### config.mk
export PLATFORM = sky130hd
export DESIGN_NAME = poly_result_packer
export DESIGN_NICKNAME = d
export VERILOG_FILES = /design/src/rtl/poly_result_packer_pkg.sv /design/src/rtl/poly_result_packer_bit_packer_52to64.sv /design/src/rtl/poly_result_packer.sv
export SDC_FILE = /design/constraint.sdc
export NUM_CORES = 1
export LEC_CHECK = 0
export CORE_ASPECT_RATIO = 0.9
export CORE_UTILIZATION = 35
export CTS_BUF_LIST = sky130_fd_sc_hd__clkbuf_8
export DETAILED_ROUTE_END_ITERATION = 12
export GPL_TIMING_DRIVEN = 0
export HOLD_SLACK_MARGIN = 0.12
export RECOVER_POWER = 25
export SLEW_MARGIN = 20
export SYNTH_ARGS = -nofsm -noshare
export SYNTH_HDL_FRONTEND = slang
export SYNTH_SLANG_ARGS = --single-unit
export TNS_END_PERCENT = 1
### constraint.sdc
create_clock -name clk -period 2.8 [get_ports clk]
set_input_delay 0.7 -clock clk [delete_from_list [all_inputs] [get_ports clk]]
set_output_delay 0.7 -clock clk [all_outputs]
set_load 0.05 [all_outputs]
### src/rtl/poly_result_packer_pkg.sv
// Purpose: shared constants and FSM state type for the polynomial result packer.
// Latency: n/a (types and constants only).
// Backpressure: n/a.
package poly_result_packer_pkg;

    localparam int N_COEFF        = 256;
    localparam int COEFF_W        = 13;
    localparam int LANES          = 4;
    localparam int READS_PER_POLY = N_COEFF / LANES;     // 64 samples per polynomial
    localparam int WORDS_PACKED13 = 52;                  // 256 * 13 / 64
    localparam int WORDS_U16      = 64;                  // 256 * 16 / 64
    localparam int PACK_IN_W      = LANES * COEFF_W;     // 52 new bits per sample
    localparam int PACK_BUF_W     = 115;                 // 63 leftover bits + 52 new bits

    typedef enum logic [1:0] {
        IDLE = 2'd0,
        READ = 2'd1,
        DONE = 2'd2
    } state_t;

endpackage

### src/rtl/poly_result_packer_bit_packer_52to64.sv
// Purpose: accumulates 52-bit chunks LSB-first and peels off 64-bit words.
// Latency: emit decision/word are combinational on the sample; buffer updates at the edge.
// Backpressure: none; the consumer must accept one word on any edge emit_o is high.
//
// Ports:
//   clk, rst_n     clock, async active-low reset
//   clr_i          clears buffer and fill count (new run)
//   push_i         append din_i at the buffer tail this edge
//   din_i          four 13-bit coefficients, lane 0 in the LSBs
//   emit_o         a 64-bit word is complete this edge
//   word_o         lowest 64 bits of the buffer after the append
module bit_packer_52to64
    import poly_result_packer_pkg::*;
(
    input  logic                 clk,
    input  logic                 rst_n,
    input  logic                 clr_i,
    input  logic                 push_i,
    input  logic [PACK_IN_W-1:0] din_i,
    output logic                 emit_o,
    output logic [63:0]          word_o
);

    logic [PACK_BUF_W-1:0] buf_q, buf_d;
    logic [6:0]            fill_q, fill_d;
    logic [PACK_BUF_W-1:0] din_ext;
    logic [PACK_BUF_W-1:0] merged;

    // Fill before a push never exceeds 63, so fill + 52 always fits in 115 bits.
    always_comb begin
        din_ext = '0;
        din_ext[PACK_IN_W-1:0] = din_i;
        merged  = buf_q | (din_ext << fill_q);
        emit_o  = push_i && (fill_q >= 7'd12);     // fill + 52 >= 64
        word_o  = merged[63:0];
        buf_d   = buf_q;
        fill_d  = fill_q;
        if (push_i) begin
            if (emit_o) begin
                buf_d  = merged >> 64;
                fill_d = fill_q - 7'd12;
            end else begin
                buf_d  = merged;
                fill_d = fill_q + 7'd52;
            end
        end
    end

    always_ff @(posedge clk or negedge rst_n) begin
        if (!rst_n) begin
            buf_q  <= '0;
            fill_q <= '0;
        end else if (clr_i) begin
            buf_q  <= '0;
            fill_q <= '0;
        end else begin
            buf_q  <= buf_d;
            fill_q <= fill_d;
        end
    end

endmodule

### src/rtl/poly_result_packer.sv
// Purpose: drains the multiplier 4 coefficients/cycle and writes 64-bit BRAM words (13-bit dense or 4x16).
// Latency: start to done 65 cycles; each write appears the cycle after its sample edge.
// Backpressure: none; the BRAM port must accept a write every cycle wr_en is high.
//
// Ports:
//   clk, rst_n       clock, async active-low reset
//   start, mode16    run request and mode (sampled together; start ignored while reading)
//   read             shift strobe to the multiplier, high for 64 cycles
//   coeff4x_in       four 16-bit coefficient lanes, valid while read is high
//   wr_en/addr/data  registered BRAM write port
//   busy, done       run in progress / sticky completion
module poly_result_packer
    import poly_result_packer_pkg::*;
#(
    parameter int ADDR_W = 7
) (
    input  logic              clk,
    input  logic              rst_n,
    input  logic              start,
    input  logic              mode16,
    output logic              read,
    input  logic [63:0]       coeff4x_in,
    output logic              wr_en,
    output logic [ADDR_W-1:0] wr_addr,
    output logic [63:0]       wr_data,
    output logic              busy,
    output logic              done
);

    state_t              state_q;
    logic                mode16_q;
    logic [5:0]          rd_cnt_q;
    logic [ADDR_W-1:0]   addr_cnt_q;
    logic                read_q, wr_en_q, busy_q, done_q;
    logic [ADDR_W-1:0]   wr_addr_q;
    logic [63:0]         wr_data_q;

    logic                    accept_start;
    logic                    pk_push, pk_emit;
    logic [PACK_IN_W-1:0]    pk_din;
    logic [63:0]             pk_word;
    logic                    wr_d;
    logic [63:0]             wr_data_d;

    assign accept_start = start && (state_q != READ);

    // Drop lane bits [15:13]; lane 0 lands in the LSBs.
    always_comb begin
        pk_din = '0;
        for (int j = 0; j < LANES; j++) begin
            pk_din[j*COEFF_W +: COEFF_W] = coeff4x_in[16*j +: COEFF_W];
        end
    end

    assign pk_push   = (state_q == READ) && !mode16_q;
    assign wr_d      = (state_q == READ) && (mode16_q || pk_emit);
    assign wr_data_d = mode16_q ? coeff4x_in : pk_word;

    bit_packer_52to64 u_packer (
        .clk    (clk),
        .rst_n  (rst_n),
        .clr_i  (accept_start),
        .push_i (pk_push),
        .din_i  (pk_din),
        .emit_o (pk_emit),
        .word_o (pk_word)
    );

    always_ff @(posedge clk or negedge rst_n) begin
        if (!rst_n) begin
            state_q    <= IDLE;
            mode16_q   <= 1'b0;
            rd_cnt_q   <= '0;
            addr_cnt_q <= '0;
            read_q     <= 1'b0;
            wr_en_q    <= 1'b0;
            wr_addr_q  <= '0;
            wr_data_q  <= '0;
            busy_q     <= 1'b0;
            done_q     <= 1'b0;
        end else begin
            case (state_q)
                IDLE, DONE: begin
                    wr_en_q <= 1'b0;
                    if (accept_start) begin
                        state_q    <= READ;
                        mode16_q   <= mode16;
                        rd_cnt_q   <= '0;
                        addr_cnt_q <= '0;
                        wr_addr_q  <= '0;
                        read_q     <= 1'b1;
                        busy_q     <= 1'b1;
                        done_q     <= 1'b0;
                    end else if (state_q == DONE) begin
                        // Final write is on the bus this cycle; completion shows one edge later.
                        busy_q <= 1'b0;
                        done_q <= 1'b1;
                    end
                end
                READ: begin
                    rd_cnt_q <= rd_cnt_q + 6'd1;
                    wr_en_q  <= wr_d;
                    if (wr_d) begin
                        wr_data_q  <= wr_data_d;
                        wr_addr_q  <= addr_cnt_q;
                        addr_cnt_q <= addr_cnt_q + 1'b1;
                    end
                    if (rd_cnt_q == 6'(READS_PER_POLY - 1)) begin
                        state_q <= DONE;
                        read_q  <= 1'b0;
                    end
                end
                default: begin
                    state_q <= IDLE;
                    read_q  <= 1'b0;
                    wr_en_q <= 1'b0;
                    busy_q  <= 1'b0;
                end
            endcase
        end
    end

    assign read    = read_q;
    assign wr_en   = wr_en_q;
    assign wr_addr = wr_addr_q;
    assign wr_data = wr_data_q;
    assign busy    = busy_q;
    assign done    = done_q;

endmodule
==> flow_summary.yaml <==
logic_synthesis:
  synth_mux_area_share_pct: 14.0
  yosys.area_share.xor_xnor_pct: 0.632
  synth-edff-count: 0
  synth-seq-cells: 211
  yosysWarningCount: 0
  syn_avg_cell_area_sq_um: 9.71
  syn_nets: 1357
  syn_area_sq_um: 12500
  synth_adder_area_share_pct: 0.401
  synthCells: 1285
  ys_types: 80
  yosys.area_share.simple_pct: 13.4
  ys.flop_type: "dfrtp_1"
  synth_compound_area_share_pct: 24.0
  yosysSeqAreaShare_pct: 42.3
  synth_top_family_by_area: "compound AO/OA/AOI/OAI gates"
  synth-async-reset-ratio_pct: 100
finish:
  finalNetCount: 1547
  layout_common_cells: "210 x dfrtp_1, 141 x clkdlybuf4s50_1, 133 x nand2_1"
  stdcell_count: 1971
  n_fill_cell: 3387
  ff_latch_area_sq_um: 5280
  design_area_sq_um: 15500
  final_common_cell: "dfrtp_1"
  drive_gt1_share_pct: 15.3
  area_growth_pct: 24.2
  finish.utilization_pct: 44.2
  multiInputGateArea_sq_um: 6710
floorplan:
  chipWidth_um: 201
  die_area_sq_um: 36400
  initial_core_util_pct: 35.6
  core_sq_um: 35100
  die_y_um: 181
  placementRows: 65
  io_pins: 143
route:
  wl_mm: 61.0
  drcViolationCount: 0
  detail_route.iter0.violations: 1615
  drt_pre_antenna_iters: 6
  wl_per_cell_um: 30.9
  routed-via-count: 12400
  drtAntennaViolNets: 0
  via_per_inst: 6.29
min_path:
  hp-class: "flip-flop to flip-flop"
flow_run:
  cap_violations: 0
timing:
  hold_viol: 0
  max_freq_ghz: 0.337
  layout_setup_ws_ps: -166
  rsz0062_at_grt: "yes"
  tightest_slew_ps: 1090
  period_share_pct: 106
  max_slew_margin_pct: 27.2
  finalCriticalPeriod_ps: 2970
  setup_violations: 13
  finalMaxSlewViolations: 0
  fin_worst_skew_ps: 24.4
run_status:
  outcome: "finished, violations left"
  violations: "setup timing"
setup_path:
  r2r_start: "u_packer.fill_q[3]"
  cp-startpoint: "u_packer.fill_q[3]"
  r2r_slack_ps: -170
  cp.required_ps: 3250
  crit_path_end: "wr_data[60]"
  start_kind: "flip-flop"
  arrival_ps: 3410
  reg2reg_depth: 7
  worst-path-max-fanout: 10
  crit_type: "flip-flop to flip-flop"
  r2r-end: "wr_data[60]"
  endpoint_kind: "flip-flop"
clocking:
  htreeDepth: 2
  path_clk_slew_ps: 60
  clock_latency_ps: 590
  cts_root_buf: "clkbuf_8"
  cts_tree: "done"
  cts_made_buffers: 40
  numClockSinks: 211
  clock_path_buffers: 3
place:
  place_area_sq_um: 14600
  gp_congestion: 1.06
  placed_cells: 1899
  io_buffers: 142
  dpl_worst_slack_ps: -823
  hpwl_mm: 47.1
grt:
  first_global_vias: 11900
  grt_antenna_before_repair: 4
  grt_pass1_wl_mm: 87.2
  overflow: 0
  grt_max_degree: 97
  grt_usage_pct: 33.3
## how the worst min path moves through the flow
stage,start,end,slack (ps),cells past startpoint
final,wr_data[44],wr_data[44],480,2
after global placement,u_packer.buf_q[52],u_packer.buf_q[52],460,2
after CTS,busy,busy,480,1
after global routing,u_packer.buf_q[95],u_packer.buf_q[95],500,1
after floorplan,rst_n,addr_cnt_q[0],400,0
after detailed placement,busy,busy,470,1
## state kept, by name (all words and copies together) (netlist names)
name / cells
addr_cnt_q: 7
busy: 1
done: 1
mode16_q: 1
rd_cnt_q: 6
read: 1
state_q: 2
u_packer.buf_q: 115
u_packer.fill_q: 5
wr_addr: 7
wr_data: 64
wr_en: 1
## area by class of cell
type	count	share of cell area, %
antenna	3	0.0485
buffer	108	3.80
clock buffer	46	4.09
clock inverter	20	0.808
inverter	24	0.582
multi-input combinational	942	43.3
sequential	211	34.1
tap	469	3.79
timing repair buffer	148	9.49
## timing repair
item                       in CTS  in global routing
buffers inserted                2                  0
setup endpoints to repair      81                 77
pin swaps                       1                  1
resized for setup              24                 26
hold endpoints to repair       38                  0
hold buffers                    1                  0
## critical path, cell delays in order (launching register included)
cell and delay (ps):
dfrtp_1 390, buf_6 190, buf_6 210, mux4_1 600, mux2i_1 590, a222oi_1 350, mux2i_1 400, o21ai_1 100
## synthesized netlist by cell type (all sizes together), types with 16 or more instances
library cell / instances / area [sq um]
a211oi: 27 / 203
mux2i: 64 / 664
a22o: 26 / 228
inv: 22 / 82.6
o221ai: 38 / 333
a22oi: 22 / 165
a221oi: 16 / 146
mux4: 30 / 679
nor3: 22 / 126
nor2: 105 / 399
a21oi: 85 / 425
o31ai: 21 / 158
and2: 19 / 119
nand2: 134 / 503
o21ai: 123 / 623
buf: 51 / 352
dfrtp: 211 / 5280
mux2: 35 / 402
clkbuf: 56 / 210
## metal layers
metal  track usage [%]  vias to the layer above  wire (um)
met5                 0                        -         46
met4              12.9                        4       2450
met3              10.4                      159       6920
met2              47.3                      846      25100
met1              47.0                     6181      26500
li1                  -                     5211          -
## cell families (layout without fill, tap and decap cells)
| group | after synthesis | in the layout |
|---|---|---|
| AO/OA/AOI/OAI | 443 | 443 |
| AND/OR/NAND/NOR | 357 | 357 |
| flip-flops | 211 | 211 |
| buffers and inverters | 132 | 346 |
| multiplexers | 129 | 129 |
| XOR/XNOR | 9 | 9 |
| adder cells (fa/ha/maj) | 4 | 4 |
| other | 0 | 3 |
## metrics by stage
| step | TNS [ps] | hold WS, ps |
|---|---|---|
| 2_1_floorplan | 0 | 404 |
| 3_3_place_gp | -1772740 | 462 |
| 3_5_place_dp | -45010 | 469 |
| 4_1_cts | -166 | 481 |
| 5_1_grt | -3860 | 501 |
| 6_report | -745 | 475 |
Power is not shown: default switching activity piles up to over one toggle a cycle in this logic, so the estimate is an artifact.
